--- src/rtl/muldiv_pkg.sv ---
// Shared definitions for the iterative RV32M multiply/divide unit:
// op-codes, FSM encoding and counter sizing.
package muldiv_pkg;

  localparam logic [2:0] F3_MUL    = 3'b000;
  localparam logic [2:0] F3_MULH   = 3'b001;
  localparam logic [2:0] F3_MULHSU = 3'b010;
  localparam logic [2:0] F3_MULHU  = 3'b011;
  localparam logic [2:0] F3_DIV    = 3'b100;
  localparam logic [2:0] F3_DIVU   = 3'b101;
  localparam logic [2:0] F3_REM    = 3'b110;
  localparam logic [2:0] F3_REMU   = 3'b111;

  typedef enum logic [1:0] {
    ST_IDLE = 2'd0,
    ST_CALC = 2'd1,
    ST_DONE = 2'd2
  } state_t;

  localparam int XLEN_DEFAULT = 32;

  // Counter must hold the value XLEN itself, hence the extra bit.
  function automatic int cnt_width(input int xlen);
    return $clog2(xlen) + 1;
  endfunction

  localparam int CNT_W = cnt_width(XLEN_DEFAULT);

endpackage

--- src/rtl/muldiv_sign_fix.sv ---
// Combinational sign handling: operand magnitudes/sign flags at accept,
// special-case division results, and final conditional negation.
module muldiv_sign_fix
  import muldiv_pkg::*;
#(
  parameter int XLEN = 32
) (
  input  logic [2:0]      funct3,
  input  logic [XLEN-1:0] op_a,
  input  logic [XLEN-1:0] op_b,
  output logic [XLEN-1:0] mag_a,
  output logic [XLEN-1:0] mag_b,
  output logic            sign_a,
  output logic            sign_b,
  output logic            special,
  output logic [XLEN-1:0] special_res,
  input  logic [2:0]      op_q,
  input  logic            sign_a_q,
  input  logic            sign_b_q,
  input  logic [XLEN-1:0] hi,
  input  logic [XLEN-1:0] lo,
  output logic [XLEN-1:0] final_res
);

  logic            a_signed, b_signed, b_zero, ovf;
  logic [2*XLEN-1:0] prod, prod_fix;
  logic [XLEN-1:0] quo_fix, rem_fix;

  always_comb begin
    a_signed = (funct3 == F3_MUL) || (funct3 == F3_MULH) || (funct3 == F3_MULHSU) ||
               (funct3 == F3_DIV) || (funct3 == F3_REM);
    b_signed = (funct3 == F3_MUL) || (funct3 == F3_MULH) ||
               (funct3 == F3_DIV) || (funct3 == F3_REM);
    sign_a   = a_signed & op_a[XLEN-1];
    sign_b   = b_signed & op_b[XLEN-1];
    mag_a    = sign_a ? -op_a : op_a;
    mag_b    = sign_b ? -op_b : op_b;

    b_zero  = (op_b == '0);
    ovf     = ((funct3 == F3_DIV) || (funct3 == F3_REM)) &&
              (op_a == {1'b1, {(XLEN-1){1'b0}}}) && (op_b == '1);
    special = funct3[2] && (b_zero || ovf);
    // funct3[1] distinguishes remainder from quotient among the divides
    if (b_zero) special_res = funct3[1] ? op_a : '1;
    else        special_res = funct3[1] ? '0   : op_a;
  end

  always_comb begin
    prod     = {hi, lo};
    prod_fix = (sign_a_q ^ sign_b_q) ? -prod : prod;
    quo_fix  = (sign_a_q ^ sign_b_q) ? -lo : lo;
    rem_fix  = sign_a_q ? -hi : hi;
    final_res = '0;
    case (op_q)
      F3_MUL:                       final_res = prod_fix[XLEN-1:0];
      F3_MULH, F3_MULHSU, F3_MULHU: final_res = prod_fix[2*XLEN-1:XLEN];
      F3_DIV, F3_DIVU:              final_res = quo_fix;
      default:                      final_res = rem_fix;
    endcase
  end

endmodule

--- src/rtl/muldiv_unit.sv ---
// Iterative RV32M multiply/divide unit: shift-add multiply and restoring
// divide, one bit per cycle, stalling the core through busy.
module muldiv_unit
  import muldiv_pkg::*;
#(
  parameter int XLEN = 32
) (
  input  logic            clk,
  input  logic            reset,
  input  logic            start,
  input  logic [2:0]      funct3,
  input  logic [XLEN-1:0] op_a,
  input  logic [XLEN-1:0] op_b,
  input  logic [4:0]      rd_in,
  output logic            busy,
  output logic            done,
  output logic [XLEN-1:0] result,
  output logic [4:0]      rd_out,
  output logic            wb_en
);

  localparam int CW = cnt_width(XLEN);

  state_t          state, state_nxt;
  logic [CW-1:0]   cnt;
  logic [2:0]      op_q;
  logic [4:0]      rd_q;
  logic            sign_a_q, sign_b_q;
  // {acc, shreg} is the 2*XLEN product for multiply; for divide acc is the
  // partial remainder and shreg shifts dividend bits out / quotient bits in.
  logic [XLEN-1:0] acc, shreg, opnd;

  logic [XLEN-1:0] mag_a, mag_b, special_res, final_res;
  logic            sign_a, sign_b, special, accept;
  logic [XLEN:0]   mul_sum, div_trial;

  muldiv_sign_fix #(.XLEN(XLEN)) u_sign_fix (
    .funct3      (funct3),
    .op_a        (op_a),
    .op_b        (op_b),
    .mag_a       (mag_a),
    .mag_b       (mag_b),
    .sign_a      (sign_a),
    .sign_b      (sign_b),
    .special     (special),
    .special_res (special_res),
    .op_q        (op_q),
    .sign_a_q    (sign_a_q),
    .sign_b_q    (sign_b_q),
    .hi          (acc),
    .lo          (shreg),
    .final_res   (final_res)
  );

  assign accept    = (state == ST_IDLE) && start;
  assign mul_sum   = {1'b0, acc} + (shreg[0] ? {1'b0, opnd} : '0);
  assign div_trial = {acc, shreg[XLEN-1]} - {1'b0, opnd};

  always_ff @(posedge clk or posedge reset) begin
    if (reset) state <= ST_IDLE;
    else       state <= state_nxt;
  end

  always_comb begin
    state_nxt = state;
    case (state)
      ST_IDLE: if (start) state_nxt = special ? ST_DONE : ST_CALC;
      ST_CALC: if (cnt == '0) state_nxt = ST_DONE;
      default: state_nxt = ST_IDLE;
    endcase
  end

  always_ff @(posedge clk or posedge reset) begin
    if (reset) begin
      cnt      <= '0;
      op_q     <= '0;
      rd_q     <= '0;
      sign_a_q <= 1'b0;
      sign_b_q <= 1'b0;
      acc      <= '0;
      shreg    <= '0;
      opnd     <= '0;
      result   <= '0;
      rd_out   <= '0;
    end else if (accept) begin
      op_q     <= funct3;
      rd_q     <= rd_in;
      sign_a_q <= sign_a;
      sign_b_q <= sign_b;
      acc      <= '0;
      cnt      <= CW'(XLEN);
      if (funct3[2]) begin
        shreg <= mag_a;
        opnd  <= mag_b;
      end else begin
        shreg <= mag_b;
        opnd  <= mag_a;
      end
      if (special) begin
        result <= special_res;
        rd_out <= rd_in;
      end
    end else if (state == ST_CALC) begin
      if (cnt != '0) begin
        cnt <= cnt - 1'b1;
        if (op_q[2]) begin
          // Top bit of the trial difference is the borrow: set means no fit
          if (!div_trial[XLEN]) begin
            acc   <= div_trial[XLEN-1:0];
            shreg <= {shreg[XLEN-2:0], 1'b1};
          end else begin
            acc   <= {acc[XLEN-2:0], shreg[XLEN-1]};
            shreg <= {shreg[XLEN-2:0], 1'b0};
          end
        end else begin
          acc   <= mul_sum[XLEN:1];
          shreg <= {mul_sum[0], shreg[XLEN-1:1]};
        end
      end else begin
        result <= final_res;
        rd_out <= rd_q;
      end
    end
  end

  assign busy  = (state != ST_IDLE);
  assign done  = (state == ST_DONE);
  assign wb_en = done && (rd_out != 5'd0);

endmodule

--- config.mk ---
export PLATFORM = sky130hd
export DESIGN_NAME = muldiv_unit
export DESIGN_NICKNAME = d
export VERILOG_FILES = /design/src/rtl/muldiv_pkg.sv /design/src/rtl/muldiv_sign_fix.sv /design/src/rtl/muldiv_unit.sv
export SDC_FILE = /design/constraint.sdc
export NUM_CORES = 1
export LEC_CHECK = 0
export BUFFER_PORTS_ARGS = -buffer_cell sky130_fd_sc_hd__buf_2
export CORE_UTILIZATION = 46
export CTS_BUF_LIST = sky130_fd_sc_hd__clkbuf_8 sky130_fd_sc_hd__clkbuf_16
export CTS_CLUSTER_SIZE = 14
export DETAILED_ROUTE_END_ITERATION = 16
export MAX_ROUTING_LAYER = met4
export PLACE_DENSITY_LB_ADDON = 0.3
export SYNTH_ARGS = -nofsm -noshare
export SYNTH_HDL_FRONTEND = slang
export SYNTH_SLANG_ARGS = --single-unit
export TNS_END_PERCENT = 10
--- constraint.sdc ---
create_clock -name clk -period 5.64 [get_ports clk]
set_input_delay 0.282 -clock clk [delete_from_list [all_inputs] [get_ports clk]]
set_output_delay 0.282 -clock clk [all_outputs]
set_load 0.01 [all_outputs]
==> results.sh <==
export IMPL_status="finished, final reports clean"
export IMPL_hpwl_um=48100
export IMPL_skew_ns=0.0117
export IMPL_yosysMostFrequentCell="nand2_1"
export IMPL_dp_cells=2611
export IMPL_antenna_found_initial=0
export IMPL_synth_seq_cells=151
export IMPL_yosys_area_top_type="dfrtp_1"
export IMPL_hold_viol=0
export IMPL_setup_worst_path_end_class="register"
export IMPL_setup_viol=0
export IMPL_cts_tree="built"
export IMPL_synthTopCellsByArea="dfrtp_1, o21ai_0, a21oi_1"
export IMPL_h_tree_depth=4
export IMPL_synth_common_cells="nand2_1, o21ai_0, nor2_1"
export IMPL_wire_per_inst_um=24.0
export IMPL_cp_required_ns=5.94
export IMPL_hold_path_class="input pin to register"
export IMPL_dr_pass1_iters=6
export IMPL_post_cts_buffers=0
export IMPL_setup_tns_ns=0
export IMPL_core_um2=33500
export IMPL_vias=16900
export IMPL_routed_wl_um=63600
export IMPL_worstSetupPathType="register to register"
export IMPL_fin_hold_ws_ns=0.0374
export IMPL_ys_seq_area_frac=0.241
export IMPL_die_x_um=186
export IMPL_io_buffers=114
export IMPL_synthDistinctLibCells=79
export IMPL_cts_buffers=17
export IMPL_cts_sinks=151
export IMPL_synth_nets=2321
export IMPL_clkTransAtPathRegs_ns=0.07
export IMPL_areaGrowthSynthToFinish_pct=9.18
export IMPL_finalCriticalPeriod_ns=4.39
export IMPL_yosys_most_used_dff="dfrtp_1"
export IMPL_grt_max_degree=71
export IMPL_crit_top_cell="o21a_1"
export IMPL_critPathBufInv=2
export IMPL_layout_drive_gt1_share=0.102
export IMPL_power_density_nw_per_um2=736
export IMPL_clkLatencyLatePin_ns=0.47
export IMPL_slowest_delay_ns=0.67
export IMPL_maxSlewViolCount=0
export IMPL_rsz0062_at_grt="false"
export IMPL_async_reset_ff_frac=1.00
export IMPL_grt_usage=0.373
export IMPL_syn_area_um2=15700
export IMPL_power_mw=12.6
export IMPL_cp_slowest_cell="a311oi_1"
export IMPL_final_antenna_net_count=0
export IMPL_ys_warnings_count=0
export IMPL_viasPerCell=6.39
export IMPL_dpl_worst_slack_ns=1.40
export IMPL_fin_cells=2644
export IMPL_n_antenna_cell=0
export IMPL_fill_cells=3408
export IMPL_startpoint_type="register"
export IMPL_rows=67
export IMPL_syn_inst=2173
export IMPL_tightest_slew_ns=1.12
export IMPL_p_leak_nw=7.11
export IMPL_path_max_fanout=20
export IMPL_die_area_um2=34800
export IMPL_worst_slack_ns=1.25
export IMPL_grt_pass1_vias=15200
export IMPL_ios=115
export IMPL_vdd_ir_drop_max_mv=0.310
export IMPL_crit_chain="inv_1 -> ha_1 -> fa_1 -> nor2b_1 -> o31ai_1 -> a311oi_1 -> o21a_1 -> o21a_1 -> o21ai_1 -> nand2_1 -> buf_4 -> mux2i_1 -> o21ai_0"
export IMPL_nets=2331
export IMPL_place_congestion=1.02
export IMPL_overflow=0
export IMPL_max_freq_mhz=228
export IMPL_crit_family="compound AO/OA/AOI/OAI gates"
export IMPL_drtIter0Drc=2018
export IMPL_start_util=0.467
export IMPL_grt_pass1_wl_um=96300
export IMPL_remaining_drc_errors=0
export IMPL_die_h_um=186
export IMPL_root_buffer="clkbuf_16"
export IMPL_synth_edf_count=0
export IMPL_avgSynthCellArea_um2=7.20
export IMPL_clock_path_buffers=2
export IMPL_maxCapViolCount=0
export IMPL_fin_crit_sh=0.778
export IMPL_cp_arrival_ns=4.69
export IMPL_max_slew_margin=0.246
export IMPL_yosys_area_top_type_share=0.241
-- power breakdown --
part / internal [mW] / switching, mW
Combinational: 3.32 / 5.58
Sequential: 1.62 / 0.841
Clock: 0.641 / 0.577
-- flip-flops by register name (all words and copies together), names as in the netlist --
name,cells
state,2
sign_b_q,1
shreg,32
sign_a_q,1
rd_out,5
cnt,6
opnd,32
acc,32
result,32
rd_q,5
op_q,3
-- worst reg2reg max path, stage by stage (launching register included) --
cell	delay [ns]
dfrtp_1	0.49
inv_1	0.20
ha_1	0.28
fa_1	0.43
nor2b_1	0.23
o31ai_1	0.14
a311oi_1	0.67
o21a_1	0.29
o21a_1	0.15
o21ai_1	0.34
nand2_1	0.22
buf_4	0.36
mux2i_1	0.31
o21ai_0	0.11
-- layer usage --
layer	share of wire	vias to the layer above	wire length, um	track usage
met4	0.041	0	2620	0.149
met2	0.45	796	28300	0.554
met3	0.075	117	4780	0.0594
met5	0	-	0	-
met1	0.44	8134	27900	0.504
li1	-	7861	-	-
-- repair_timing --
| action | in CTS | in global routing |
|---|---|---|
| hold buffers | 1 | 0 |
| resized for setup | 0 | 0 |
| endpoints found under the hold margin | 46 | 0 |
-- metrics by stage --
step / area, um2 / util
global placement: 16500 / 0.492
finish: 17100 / 0.510
detailed placement: 16500 / 0.492
floorplan: 15700 / -
CTS: 17100 / 0.510
global route: 17100 / 0.510
-- layout make-up --
class / instances / area (um2) / area share
multi-input combinational: 1786 / 11000 / 0.645
timing repair buffer: 149 / 838 / 0.0491
clock inverter: 14 / 158 / 0.00922
inverter: 78 / 298 / 0.0174
clock buffer: 18 / 439 / 0.0257
tap: 448 / 561 / 0.0328
sequential: 151 / 3780 / 0.221
-- logic make-up (layout without fill, tap and decap cells) --
logic type      after synthesis  in the layout  share of synthesized area
fa+ha+maj                    73             73                     0.0593
flops                       151            151                      0.241
compound gates              738            738                      0.292
xor+xnor                    172            172                     0.0962
mux                          54             54                     0.0350
buf+inv                     236            259                     0.0576
simple gates                749            749                      0.219
-- layout by cell type, fill, tap and decap left out, drive strengths merged, types with 40 or more instances in the layout --
cell type,n
o211ai,58
mux2i,48
nor3,55
nor2,237
xor2,80
o21ai,244
a21oi,195
inv,86
buf,148
dfrtp,151
nand2,252
nand3,40
ha,71
xnor2,92
-- final timing paths --
path / endpoint / startpoint / slack, ns / cells past startpoint
max reg2reg: acc[4]$_DFFE_PP0P_ / shreg[31]$_DFFE_PP0P_ / 1.25 / 13
min reg2reg: rd_q[4]$_DFFE_PP0P_ / rd_q[4]$_DFFE_PP0P_ / 0.48 / 2
max in group asynchronous: sign_b_q$_DFFE_PP0P_ / reset / 4.05 / 4
min: rd_q[4]$_DFFE_PP0P_ / rd_in[4] / 0.04 / 3
min in group asynchronous: acc[3]$_DFFE_PP0P_ / reset / 0.39 / 3
max: acc[4]$_DFFE_PP0P_ / shreg[31]$_DFFE_PP0P_ / 1.25 / 13
(Power assumes the default switching activity.)
